## src/rtl/morse_tx_param_if.sv

```systemverilog
// Handshake bundle for the Morse transmitter:
// character request inputs and the LED/status outputs.
interface morse_tx_param_if;
  logic       start;
  logic [5:0] sel;
  logic       repeat_en;
  logic       abort;
  logic       led;
  logic       busy;
  logic       done;
  logic       err;
  logic [2:0] state_dbg;

  modport master (
    output start, sel, repeat_en, abort,
    input  led, busy, done, err, state_dbg
  );

  modport slave (
    input  start, sel, repeat_en, abort,
    output led, busy, done, err, state_dbg
  );
endinterface

```

## src/rtl/morse_tx_param.sv

```systemverilog
// Parametrised Morse transmitter: A-Z and 0-9 on one LED,
// with busy/done handshake, abort, repeat and invalid-code pulse.
module morse_tx_param #(
  parameter int TICKS_PER_UNIT   = 25000000,
  parameter int DASH_UNITS       = 3,
  parameter int GAP_UNITS        = 1,
  parameter int LETTER_GAP_UNITS = 3
) (
  input logic              CLOCK_50,
  input logic              RESETN,
  morse_tx_param_if.slave  bus
);

  localparam int MAX_U =
    (DASH_UNITS > LETTER_GAP_UNITS) ?
    DASH_UNITS : LETTER_GAP_UNITS;
  localparam int CNT_W =
    $clog2(MAX_U * TICKS_PER_UNIT + 1);

  localparam logic [CNT_W-1:0] ONE  = CNT_W'(1);
  localparam logic [CNT_W-1:0] DOT_T =
    CNT_W'(TICKS_PER_UNIT);
  localparam logic [CNT_W-1:0] DASH_T =
    CNT_W'(DASH_UNITS * TICKS_PER_UNIT);
  localparam logic [CNT_W-1:0] GAP_T =
    CNT_W'(GAP_UNITS * TICKS_PER_UNIT);
  localparam logic [CNT_W-1:0] LGAP_T =
    CNT_W'(LETTER_GAP_UNITS * TICKS_PER_UNIT);

  typedef enum logic [2:0] {
    IDLE  = 3'd0,
    MARK  = 3'd1,
    SPACE = 3'd2,
    LGAP  = 3'd3
  } state_t;

  // {len, pattern}: pattern left-aligned, 1 = dash
  function automatic logic [7:0] rom(
    input logic [5:0] s
  );
    case (s)
      6'd0:  rom = {3'd2, 5'b01000};
      6'd1:  rom = {3'd4, 5'b10000};
      6'd2:  rom = {3'd4, 5'b10100};
      6'd3:  rom = {3'd3, 5'b10000};
      6'd4:  rom = {3'd1, 5'b00000};
      6'd5:  rom = {3'd4, 5'b00100};
      6'd6:  rom = {3'd3, 5'b11000};
      6'd7:  rom = {3'd4, 5'b00000};
      6'd8:  rom = {3'd2, 5'b00000};
      6'd9:  rom = {3'd4, 5'b01110};
      6'd10: rom = {3'd3, 5'b10100};
      6'd11: rom = {3'd4, 5'b01000};
      6'd12: rom = {3'd2, 5'b11000};
      6'd13: rom = {3'd2, 5'b10000};
      6'd14: rom = {3'd3, 5'b11100};
      6'd15: rom = {3'd4, 5'b01100};
      6'd16: rom = {3'd4, 5'b11010};
      6'd17: rom = {3'd3, 5'b01000};
      6'd18: rom = {3'd3, 5'b00000};
      6'd19: rom = {3'd1, 5'b10000};
      6'd20: rom = {3'd3, 5'b00100};
      6'd21: rom = {3'd4, 5'b00010};
      6'd22: rom = {3'd3, 5'b01100};
      6'd23: rom = {3'd4, 5'b10010};
      6'd24: rom = {3'd4, 5'b10110};
      6'd25: rom = {3'd4, 5'b11000};
      6'd26: rom = {3'd5, 5'b11111};
      6'd27: rom = {3'd5, 5'b01111};
      6'd28: rom = {3'd5, 5'b00111};
      6'd29: rom = {3'd5, 5'b00011};
      6'd30: rom = {3'd5, 5'b00001};
      6'd31: rom = {3'd5, 5'b00000};
      6'd32: rom = {3'd5, 5'b10000};
      6'd33: rom = {3'd5, 5'b11000};
      6'd34: rom = {3'd5, 5'b11100};
      6'd35: rom = {3'd5, 5'b11110};
      default: rom = 8'h00;
    endcase
  endfunction

  state_t           state, state_n;
  logic [CNT_W-1:0] cnt, cnt_n;
  logic [4:0]       shreg, shreg_n;
  logic [2:0]       rem, rem_n;
  logic [5:0]       sel_q, sel_n;
  logic             done_n, err_n;
  logic             led_q, busy_q;
  logic             done_q, err_q;
  logic [5:0]       rom_sel;
  logic [2:0]       rom_len;
  logic [4:0]       rom_pat;
  logic             last;

  // repeat reloads from the latched code
  assign rom_sel = (state == LGAP) ?
                   sel_q : bus.sel;
  assign {rom_len, rom_pat} = rom(rom_sel);
  assign last = (cnt == ONE);

  always_comb begin
    state_n = state;
    cnt_n   = (cnt != '0) ? cnt - ONE : '0;
    shreg_n = shreg;
    rem_n   = rem;
    sel_n   = sel_q;
    done_n  = 1'b0;
    err_n   = 1'b0;
    unique case (state)
      IDLE: begin
        if (bus.start && !bus.abort) begin
          if (bus.sel < 6'd36) begin
            shreg_n = rom_pat;
            rem_n   = rom_len;
            sel_n   = bus.sel;
            state_n = MARK;
            cnt_n   = rom_pat[4] ? DASH_T : DOT_T;
          end else begin
            err_n = 1'b1;
          end
        end
      end
      MARK: begin
        if (last) begin
          rem_n   = rem - 3'd1;
          shreg_n = {shreg[3:0], 1'b0};
          if (rem > 3'd1) begin
            state_n = SPACE;
            cnt_n   = GAP_T;
          end else begin
            state_n = LGAP;
            cnt_n   = LGAP_T;
          end
        end
      end
      SPACE: begin
        if (last) begin
          state_n = MARK;
          cnt_n   = shreg[4] ? DASH_T : DOT_T;
        end
      end
      LGAP: begin
        if (last) begin
          if (bus.repeat_en) begin
            shreg_n = rom_pat;
            rem_n   = rom_len;
            state_n = MARK;
            cnt_n   = rom_pat[4] ? DASH_T : DOT_T;
          end else begin
            state_n = IDLE;
            done_n  = 1'b1;
          end
        end
      end
      default: state_n = IDLE;
    endcase
    if (bus.abort && state != IDLE) begin
      state_n = IDLE;
      cnt_n   = '0;
      done_n  = 1'b0;
    end
  end

  always_ff @(posedge CLOCK_50 or negedge RESETN) begin
    if (!RESETN) begin
      state  <= IDLE;
      cnt    <= '0;
      shreg  <= '0;
      rem    <= '0;
      sel_q  <= '0;
      led_q  <= 1'b0;
      busy_q <= 1'b0;
      done_q <= 1'b0;
      err_q  <= 1'b0;
    end else begin
      state  <= state_n;
      cnt    <= cnt_n;
      shreg  <= shreg_n;
      rem    <= rem_n;
      sel_q  <= sel_n;
      led_q  <= (state_n == MARK);
      busy_q <= (state_n != IDLE);
      done_q <= done_n;
      err_q  <= err_n;
    end
  end

  assign bus.led       = led_q;
  assign bus.busy      = busy_q;
  assign bus.done      = done_q;
  assign bus.err       = err_q;
  assign bus.state_dbg = state;

endmodule

```

## src/flat_wrapper.sv

```systemverilog
// flat-port wrapper written by rule: the top's interface ports become plain ports
module morse_tx_param_flat 
#(
  parameter int TICKS_PER_UNIT   = 25000000,
  parameter int DASH_UNITS       = 3,
  parameter int GAP_UNITS        = 1,
  parameter int LETTER_GAP_UNITS = 3
)
  (CLOCK_50, RESETN, bus_start, bus_sel, bus_repeat_en, bus_abort, bus_led, bus_busy, bus_done, bus_err, bus_state_dbg);
  morse_tx_param_if bus_i ();
  input logic CLOCK_50;
  input logic RESETN;
  input wire logic [$bits(bus_i.start)-1:0] bus_start;
  input wire logic [$bits(bus_i.sel)-1:0] bus_sel;
  input wire logic [$bits(bus_i.repeat_en)-1:0] bus_repeat_en;
  input wire logic [$bits(bus_i.abort)-1:0] bus_abort;
  output wire logic [$bits(bus_i.led)-1:0] bus_led;
  output wire logic [$bits(bus_i.busy)-1:0] bus_busy;
  output wire logic [$bits(bus_i.done)-1:0] bus_done;
  output wire logic [$bits(bus_i.err)-1:0] bus_err;
  output wire logic [$bits(bus_i.state_dbg)-1:0] bus_state_dbg;
  assign bus_i.start = bus_start;
  assign bus_i.sel = bus_sel;
  assign bus_i.repeat_en = bus_repeat_en;
  assign bus_i.abort = bus_abort;
  assign bus_led = bus_i.led;
  assign bus_busy = bus_i.busy;
  assign bus_done = bus_i.done;
  assign bus_err = bus_i.err;
  assign bus_state_dbg = bus_i.state_dbg;
  morse_tx_param #(.TICKS_PER_UNIT(TICKS_PER_UNIT), .DASH_UNITS(DASH_UNITS), .GAP_UNITS(GAP_UNITS), .LETTER_GAP_UNITS(LETTER_GAP_UNITS)) u_core (.CLOCK_50(CLOCK_50), .RESETN(RESETN), .bus(bus_i));
endmodule
```

## config.mk

```make
export PLATFORM = sky130hd
export DESIGN_NAME = morse_tx_param_flat
export DESIGN_NICKNAME = d
export VERILOG_FILES = /design/src/rtl/morse_tx_param_if.sv /design/src/rtl/morse_tx_param.sv /design/src/flat_wrapper.sv
export SDC_FILE = /design/constraint.sdc
export NUM_CORES = 1
export LEC_CHECK = 0
export CORE_ASPECT_RATIO = 0.75
export CORE_MARGIN = 4
export CORE_UTILIZATION = 50
export CTS_BUF_LIST = sky130_fd_sc_hd__clkbuf_2 sky130_fd_sc_hd__clkbuf_4 sky130_fd_sc_hd__clkbuf_8
export DETAILED_ROUTE_END_ITERATION = 7
export DONT_BUFFER_PORTS = 1
export PLACE_DENSITY = 0.67
export SKIP_CTS_REPAIR_TIMING = 1
export SLEW_MARGIN = 20
export SYNTH_ARGS = -nofsm -noshare
export SYNTH_HDL_FRONTEND = slang
export SYNTH_SLANG_ARGS = --single-unit
```

## constraint.sdc

```tcl
create_clock -name CLOCK_50 -period 4 [get_ports CLOCK_50]
set_clock_uncertainty 0.05 [all_clocks]
set_input_delay 0.4 -clock CLOCK_50 [delete_from_list [all_inputs] [get_ports CLOCK_50]]
set_output_delay 0.4 -clock CLOCK_50 [all_outputs]
set_load 0.05 [all_outputs]
```

# After elaboration in Yosys (flattened, before gate mapping)
# Memory sizes are Yosys's and may differ from the RTL's.
# Cells that the tools add are included.
[word_totals] mem_count=1 mem_bits_ro=512 regBits=48 elab_cells=75 output_inout_bits=7
[classes] eq_ne=10 addsub=2 order_cmp=2 n_mux=41 n_reduce_logical=10
[memory_table] name="(name not given)" words=64 width=8 rd=1 rd_clocked_by_memory_dff=0 write_ports=0 line="morse_tx_param.sv:41" source="case (s)"
[op_table] cell="27-bit two-way mux" n=11
[op_table] cell="27-bit one-hot mux with 4 select lines" n=1
[op_table] cell="3-bit two-way mux" n=11
[op_table] cell="27-bit by 1-bit == test with 1-bit output (second input constant)" n=1
[op_table] cell="27-bit nonzero test" n=1
[op_table] cell="27-bit by 1-bit subtractor with 27-bit output (second input constant)" n=1
[op_table] cell="5-bit two-way mux" n=5
[op_table] cell="5-bit one-hot mux with 3 select lines" n=1
[op_table] cell="3-bit one-hot mux with 4 select lines" n=1
[op_table] cell="1-bit two-way mux" n=9
[op_table] cell="3-bit one-hot mux with 3 select lines" n=1
[op_table] cell="3-bit nonzero test" n=3
[op_table] cell="2-bit by 1-bit != test with 1-bit output (second input constant)" n=4
[op_table] cell="3-bit by 1-bit == test with 1-bit output (second input constant)" n=2
[op_table] cell="3-bit by 2-bit == test with 1-bit output (second input constant)" n=2
[op_table] cell="6-bit less-than comparator (second input constant)" n=1
[op_table] cell="6-bit two-way mux" n=1
[op_table] cell="6-bit AND reduction" n=1
[op_table] cell="3-bit by 1-bit greater-than comparator with 1-bit output (second input constant)" n=1
[op_table] cell="3-bit zero test" n=1
[op_table] cell="3-bit AND reduction" n=1
[op_table] cell="3-bit by 1-bit subtractor with 3-bit output (second input constant)" n=1
[op_table] cell="1-bit logical AND" n=2
[op_table] cell="2-bit != test (second input constant)" n=1
[op_table] cell="1-bit zero test" n=1

# Longest topological paths before layout
# Gate-level depths: netlist (run 1).
# An unclocked memory read counts as a cell.
[logic_depth] ltp_word=8 mapped_depth=13 ltp_nobuf=11

# Worst setup path before layout (run 1)
# OpenSTA, ideal clock, no wires.
[synth_path] kind="flip-flop to flip-flop" from="register u_core.state[2], in the netlist u_core.bus.state_dbg[2]" to="register u_core.cnt[16]" n_path_buf=2 setup_ns=0.139 setup_slack_ns=0.599 required_ns=3.811 t_arrival_ns=3.212 period_less_slack_ns=3.401 stages_incl_launch_ff=13 path_cell_list="dfrtp_1 buf_2 and3b_1 buf_2 o21ai_0 ha_1 nand2b_1 a21oi_1 nor4_1 o2bb2ai_1 a21boi_0 o21ai_0 o21ai_0"
[synth_via] elab_chain_cells=8 word_cells_on_any_way=15 cone_classes="eq/ne: 3; mux: 8; reduce/logical: 3; memory: 1"
[synth_lines] item="from (decl)" line="morse_tx_param.sv:82" source="state_t state, state_n;"
[synth_lines] item="from (signal assigned)" line="morse_tx_param.sv:176" source="state <= state_n;"
[synth_lines] item="3-bit by 2-bit == test with 1-bit output" line="morse_tx_param.sv:96, morse_tx_param.sv:109"
[synth_lines] item="6-bit two-way mux" line="morse_tx_param.sv:96" source="assign rom_sel = (state == LGAP) ?"
[synth_lines] item="memory 64 x 8 bit"
[synth_lines] item="27-bit two-way mux" line="morse_tx_param.sv:117, morse_tx_param.sv:148"
[synth_lines] item="27-bit two-way mux, on equally long branches" line="morse_tx_param.sv:144, morse_tx_param.sv:112"
[synth_lines] item="27-bit two-way mux, on equally long branches" line="morse_tx_param.sv:143, morse_tx_param.sv:111"
[synth_lines] item="27-bit one-hot mux with 4 select lines" line="morse_tx_param.sv:109" source="unique case (state)"
[synth_lines] item="27-bit two-way mux (*)" line="morse_tx_param.sv:157" source="if (bus.abort && state != IDLE) begin"
[synth_lines] item="via u_core.cnt_n[16]" line="morse_tx_param.sv:83" source="logic [CNT_W-1:0] cnt, cnt_n;"
[synth_lines] item="to (signal assigned)" line="morse_tx_param.sv:177" source="cnt <= cnt_n;"
[synth_lines] item="to (decl)" line="morse_tx_param.sv:83"
# Mark *: on every way through the listed nets, which the timed path passes. The rest lies on a longest branch.
# A chain may end at the register's enable or synchronous reset.

# Worst setup path after layout (run 1)
[layout_path] from="register u_core.state[2], in the netlist u_core.bus.state_dbg[2]" to="register u_core.cnt[7]"
# The elaborated chain is that of the path after synthesis.

==> impl_results.md, run 1 <==
- Tightest hold margin: 0.1296 ns
- P_leak: between 0.0015 and 0.002 uW
- Max FO, Critical Path: 10
- Routability cong.: between 0.9 and 1
- Pwr Density: ~500 mW/mm^2
- Final core utilization: a little under three fifths
- WHS Endpoint: u_core.bus.done
- DR WL/cell: approximately 18 um
- CP startpoint: u_core.bus.state_dbg[2]
- GRT Total Usage: around 22%
- Share of layout cells above drive strength 1: 9.207%
- Beginning of the worst hold path: bus_abort
- Vias per cell: 6.465
- Hold Path Stages: 1
- DRT met1 WL: roughly 4400 um
- Drt first pass iters: 5
- Flop2flop setup slack: 0.73 ns
- Synth top cells by count: 48 x dfrtp_1, 42 x nand2_1, 42 x nor2_1, 32 x o21ai_0, 16 x a21oi_1
- Post-Syn Nets: 416
- Yosys cell types: 68
- H-tree depth: 2
- CTS Buf Count: 5
- Clk_lat worst skew: about 0.3 ns
- Post-DP HPWL: 6241 um
- Fill count: around 600
- WL met3: 737 um
- Crit share post-route: between 80% and 90%
- Clk pwr share: 19.1%
- Vias in the first global route: 2740
- Net Switching: approximately 700 uW
- Row count: 25
- Crit path DAT: between 3 and 4 ns
- Async SR Flop Fraction: 100.0%
- Area contributors post-synth: dfrtp_1 35%, o21ai_0 4.7%, nand2_1 4.7%
- Worst hold path class: input port to flip-flop
- Final nets: ~410
- Sequential area share after synthesis: 35.45%
- Clk slew on worst S/H paths: 0.09 ns
- Comb pwr share: a little under two fifths
- Detail Route Antenna Nets: 0
- Root Buffer: clkbuf_8
- Final setup viols: 0
- Adder-cell share of the synthesized area: ~4.1%
- Fin crit period: approximately 3.3 ns
- Reg2reg end: u_core.cnt[7]
- Mapped Cells: slightly below 400
- RR Startpoint: u_core.bus.state_dbg[2]
- Number of synthesized flops with an enable pin: 0
- Yosys warns: 0
- Die area: 0.008171 sq mm
- Fmax: 0.3061 GHz
- Max VDD drop: 0.0002822 V
- Compound-gate portion of the synthesized area: around a fifth
- Reg power frac: about 44%
- Setup CP Type: flip-flop to flip-flop
- Syn Std Cell Area: 0.003388 sq mm
- Reg2Reg Depth: 11
- DRC violations left: 0
- Critical Path RT: 4.12 ns
- Total power: around 1800 uW
- Slew Limit Fails: 0
- Multiplexer area fraction after synthesis: under 10%
- Area delta synth->final: 6.462%
- Dominant synthesized flop cell: dfrtp_1
- Setup crit start kind: flip-flop
- First-pass GRT wire length: between 10000 and 15000 um
- Int Pwr: 1075 uW
- Synth Area in XOR/XNOR: 4.653%
- RSZ-0062 raised after global routing: false
- Synth Area in Simple Gates: roughly a quarter
- Metal2 WL: about 3400 um
- Largest area contributor in the netlist: dfrtp_1
- Grt ovf: 0
- Share of the synthesized area in the top cell type: a little over a third
- CTS tree: yes
- Multi-input gate area in the final layout: just over 0.002 sq mm
- Fin Setup TNS: 0 ns
- Most instantiated library cell after synthesis: dfrtp_1
- Slew @ Worst Pin: around 0.82 ns
- Clk buf depth: 2
- Worst slew margin: 43.82%
- I/O pin cnt: 18
- Largest family of logic cells by synthesized area: simple AND/OR/NAND/NOR gates
- Initial drt markers: between 300 and 400
- CTS sink count: between 40 and 50
- Syn avg cell area: around 8.6 sq um
- Port Buf Inserts: 0
- Die Ht: ~80 um
- Die W: 103.1 um
- Vias: between 3000 and 4000
- Seq cells post-synth: 48
- Core box area: roughly 0.0064 sq mm
- Total Wirelength: approximately 8600 um
- Initial antenna violation count: 1
- Max-cap violations: 0
- Switching Share: roughly 40%
- Endpoint class of the critical path: flip-flop
- Initial core utilization: between 50% and 60%
- Final hold vios: 0
- Reg area: between 0.001 and 0.0015 sq mm
- Highest Signal Layer: met4
- Largest net degree at the start of global routing: 49
- Run status: complete, no violations
-- state kept, by name, indices dropped and copies added (netlist names), 3 cells and up --
register,count
u_core.rem,3
u_core.sel_q,6
u_core.shreg,5
u_core.cnt,27
u_core.bus.state_dbg,3
-- cell usage in the layout, fill, tap and decap left out, drive strengths merged, types with 3 or more instances in the layout --
cell	count
nand3	7
dfrtp	48
a31oi	3
xor2	6
nor3b	3
o21ai	35
mux2	9
a211oi	3
clkbuf	5
inv	10
mux2i	11
or4	6
or3	3
a21oi	16
nand3b	3
o211ai	8
or3b	3
xnor2	12
o41ai	3
nor2b	5
buf	10
nand2b	7
nor2	42
o31ai	8
nand2	42
nor3	16
nor4	14
ha	11
-- metrics by stage --
step | cells | area [sq um] | worst slack (ns)
after floorplan | 394 | 3388 | 0.5991
after global placement | 464 | 3468 | 0.9309
after detailed placement | 464 | 3468 | 0.8260
after CTS | 470 | 3567 | 0.7838
after global routing | 473 | 3607 | 0.4519
final | 473 | 3607 | 0.7330
-- worst max path at each step --
| stage | slack (ns) | endpoint |
|---|---|---|
| 2_1_floorplan | 0.60 | u_core.cnt[16] |
| 3_3_place_gp | 0.93 | u_core.cnt[7] |
| 3_5_place_dp | 0.83 | u_core.cnt[7] |
| 4_1_cts | 0.78 | u_core.cnt[7] |
| 5_1_grt | 0.45 | u_core.cnt[16] |
| 6_report | 0.73 | u_core.cnt[7] |
-- worst max-delay path: stages (launching register included) --
cell and delay [ns]:
dfrtp_1 0.38, and3b_1 0.47, o21ai_0 0.14, buf_4 0.18, ha_1 0.37, nand2b_1 0.10
a21oi_1 0.06, nor4_1 0.38, o2bb2ai_1 0.27, nor4_1 0.23, a2111oi_0 0.11, a221oi_1 0.38
-- layer usage --
layer	vias to the layer above	track usage [%]
met2	131	29.51
met4	0	3.234
met5	-	0
met3	5	5.004
li1	1435	-
met1	1487	36.39
-- power by group through the flow --
stage / logic (uW) / registers [uW] / clock network [uW]
floorplan: 541 / 743 / 0
global placement: 627 / 777 / 0
detailed placement: 639 / 786 / 0
CTS: 645 / 776 / 346
global route: 750 / 800 / 378
finish: 663 / 778 / 341
-- cell families after synthesis --
group,Yosys count
xor+xnor,18
mux,20
simple gates,162
other cells,1
buf+inv,31
fa+ha+maj,11
compound gates,103
flops,48
-- cell type report --
| type | count | area share, % |
|---|---|---|
| Sequential cell | 48 | 33.30 |
| Multi-Input combinational cell | 315 | 57.02 |
| Antenna cell | 1 | 0.06937 |
| Timing Repair Buffer | 11 | 2.914 |
| Clock buffer | 5 | 1.908 |
| Clock inverter | 1 | 0.8325 |
| Tap cell | 81 | 2.810 |
| Inverter | 11 | 1.145 |
(Power assumes the default switching activity.)
==> run 2: changes to the inputs <==
--- a/config.mk
+++ b/config.mk
@@ -11,7 +11,7 @@
 export CTS_BUF_LIST = sky130_fd_sc_hd__clkbuf_2 sky130_fd_sc_hd__clkbuf_4 sky130_fd_sc_hd__clkbuf_8
 export DETAILED_ROUTE_END_ITERATION = 7
 export DONT_BUFFER_PORTS = 1
-export PLACE_DENSITY = 0.67
+export PLACE_DENSITY = 0.7
 export SKIP_CTS_REPAIR_TIMING = 1
 export SLEW_MARGIN = 20
 export SYNTH_ARGS = -nofsm -noshare
==> constraint.sdc (replaced) <==
create_clock -name CLOCK_50 -period 2.85 [get_ports CLOCK_50]
set_clock_uncertainty 0.05 [all_clocks]
set_input_delay 0.285 -clock CLOCK_50 [delete_from_list [all_inputs] [get_ports CLOCK_50]]
set_output_delay 0.285 -clock CLOCK_50 [all_outputs]
set_load 0.05 [all_outputs]
==> run 2 against run 1 <==
  * Sequential power is 40% higher
  * Final cell count is 4.9% higher
  * Hold slack worse by 0.11 ns
  * Critical path type unchanged
  * Largest cell class unchanged
  * Highest routed layer unchanged
==> impl_results.md, run 2 (same netlist as run 1, synthesis figures left out) <==
- Critical Path RT: 3.02 ns (-1.10 ns)
- Drt first pass iters: 5 (unchanged)
- Initial drt markers: 338 (+7.0%)
- Detail Route Antenna Nets: 0 (unchanged)
- Largest net degree at the start of global routing: 49 (unchanged)
- Clk slew on worst S/H paths: 0.10 ns (about the same)
- Routability cong.: 0.8887 (-5.5%)
- DRC violations left: 0 (unchanged)
- Vias in the first global route: 2845 (+3.8%)
- Die Ht: 79.29 um (unchanged)
- Non-filler cells, final: 496 (+4.9%)
- Post-DP HPWL: 6465 um (+3.6%)
- Vias per cell: 6.375 (-1.4%)
- Final WS setup: 0.1117 ns (-0.6213 ns)
- Worst hold path class: input port to flip-flop
- Final instance area: 0.003901 sq mm (+8.2%)
- I/O pin cnt: 18 (unchanged)
- Die area: 0.008171 sq mm (unchanged)
- Setup crit start kind: flip-flop
- Total Wirelength: 8947 um (+3.8%)
- Final nets: 436 (+5.3%)
- Row count: 25 (unchanged)
- CTS sink count: 48 (unchanged)
- Placed cell area: 0.003641 sq mm (+5.0%)
- Slew @ Worst Pin: 0.5528 ns (-0.2664 ns)
- Share of layout cells above drive strength 1: 18.55% (+9.3 points)
- DRT met1 WL: 4295 um (-3.1%)
- Commonest non-fill, non-tap cell in the layout: dfrtp_1
- Metal2 WL: 3795 um (+11%)
- Pwr Density: 695.8 mW/mm^2 (+41%)
- First-pass GRT wire length: 14820 um (+3.2%)
- CTS tree: yes
- CTS Buf Count: 5 (unchanged)
- Clk_lat worst skew: 0.31 ns (about the same)
- Initial core utilization: 52.58% (unchanged)
- Placed insts: 482 (+3.9%)
- Run status: complete, no violations
- Max reg flops: 27 (unchanged)
- Highest Signal Layer: met4
- Crit path DAT: 2.91 ns (-0.47 ns)
- GRT Total Usage: 22.97% (+0.77 points)
- WL met3: 750 um (+1.8%)
- Diodes inserted: 0 (-1)
- Final setup viols: 0 (unchanged)
- Area delta synth->final: 15.14%
- Worst slew margin: 62.90% (+19 points)
- Tightest hold margin: 0.02071 ns (-0.1089 ns)
- DR WL/cell: 18.04 um (-1.0%)
- Biggest regs: u_core.cnt: 27 flops, u_core.sel_q: 6 flops, u_core.shreg: 5 flops
- Fin crit period: 2.738 ns (-0.5287 ns)
- Root Buffer: clkbuf_8
- Final hold vios: 0 (unchanged)
- H-tree depth: 2 (unchanged)
- Max FO, Critical Path: 8 (-2)
- Max VDD drop: 0.0004813 V (+71%)
- Clk buf depth: 2 (unchanged)
- Vias: 3162 (+3.4%)
- Commonest non-fill, non-tap cells in the layout: 45 x dfrtp_1, 42 x nor2_1, 41 x nand2_1
- Port Buf Inserts: 0 (unchanged)
- Core box area: 0.006444 sq mm (unchanged)
- Setup CP Type: flip-flop to flip-flop
- Fmax: 0.3652 GHz (+19%)
- Initial antenna violation count: 0 (-1)
- Max-cap violations: 0 (unchanged)
- Crit share post-route: 96.08% (+14 points)
- P_leak: 0.001646 uW (+8.4%)
- Endpoint class of the critical path: flip-flop
- Fin Setup TNS: 0 ns (unchanged)
- Slew Limit Fails: 0 (unchanged)
- Die W: 103.1 um (unchanged)
- Pre-CTS setup slack: 0.1143 ns (-0.7117 ns)
- Register name with the most flops: u_core.cnt
- Grt ovf: 0 (unchanged)
## run 2: cell types whose count changed in the layout (fill, tap and decap cells not counted), sizes merged
cell,previous run,this run
diode,1,0
buf,10,30
dlygate4sd3,1,3
clkinv,1,2
clkbuf,5,6
## run 2: layout make-up
type	instances	area (sq um)
Clock buffer	6	82.58
Clock inverter	2	38.79
Fill cell	550	2542
Inverter	11	41.29
Multi-Input combinational cell	315	2157
Sequential cell	48	1205
Tap cell	81	101.3
Timing Repair Buffer	33	275.3
## run 2: worst paths after layout
path	depth (start not counted)	slack [ns]	startpoint	end
hold reg to reg	1	0.44	u_core.shreg[3]	u_core.shreg[3]
hold / removal	1	0.02	bus_abort	u_core.bus.state_dbg[1]
max in group asynchronous	2	2.08	RESETN	u_core.bus.state_dbg[2]
setup / recovery	7	0.11	u_core.cnt[6]	u_core.cnt[6]
setup reg to reg	7	0.11	u_core.cnt[6]	u_core.cnt[6]
min in group asynchronous	2	0.43	RESETN	u_core.cnt[20]
## run 2: layer usage
metal	vias to the layer above	track usage, %
li1	1484	-
met3	22	5.531
met4	0	4.140
met1	1527	36.01
met2	129	31.82
met5	-	0
## run 2: report_power, final
part	internal, uW	leakage [uW]	switching (uW)	total, uW
Combinational	500	0.000957	589	1090
Clock	287	0.0000614	248	535
Sequential	860	0.000627	229	1090
Total	1650	0.00165	1070	2710
## run 2: worst max-delay path: stages (launching register included)
cell and delay [ns]:
dfrtp_1 0.42, or4_4 0.57, nand4b_1 0.32, or2_4 0.35
a221oi_1 0.29, nand2_1 0.11, or3_4 0.39, o21ai_0 0.12
## run 2: per-stage QoR
step,utilization (%),total power (uW)
final,60.54,2714
after CTS,58.39,2644
after global routing,60.54,2919
after global placement,56.50,2069
after detailed placement,56.50,2100
after floorplan,-,1807
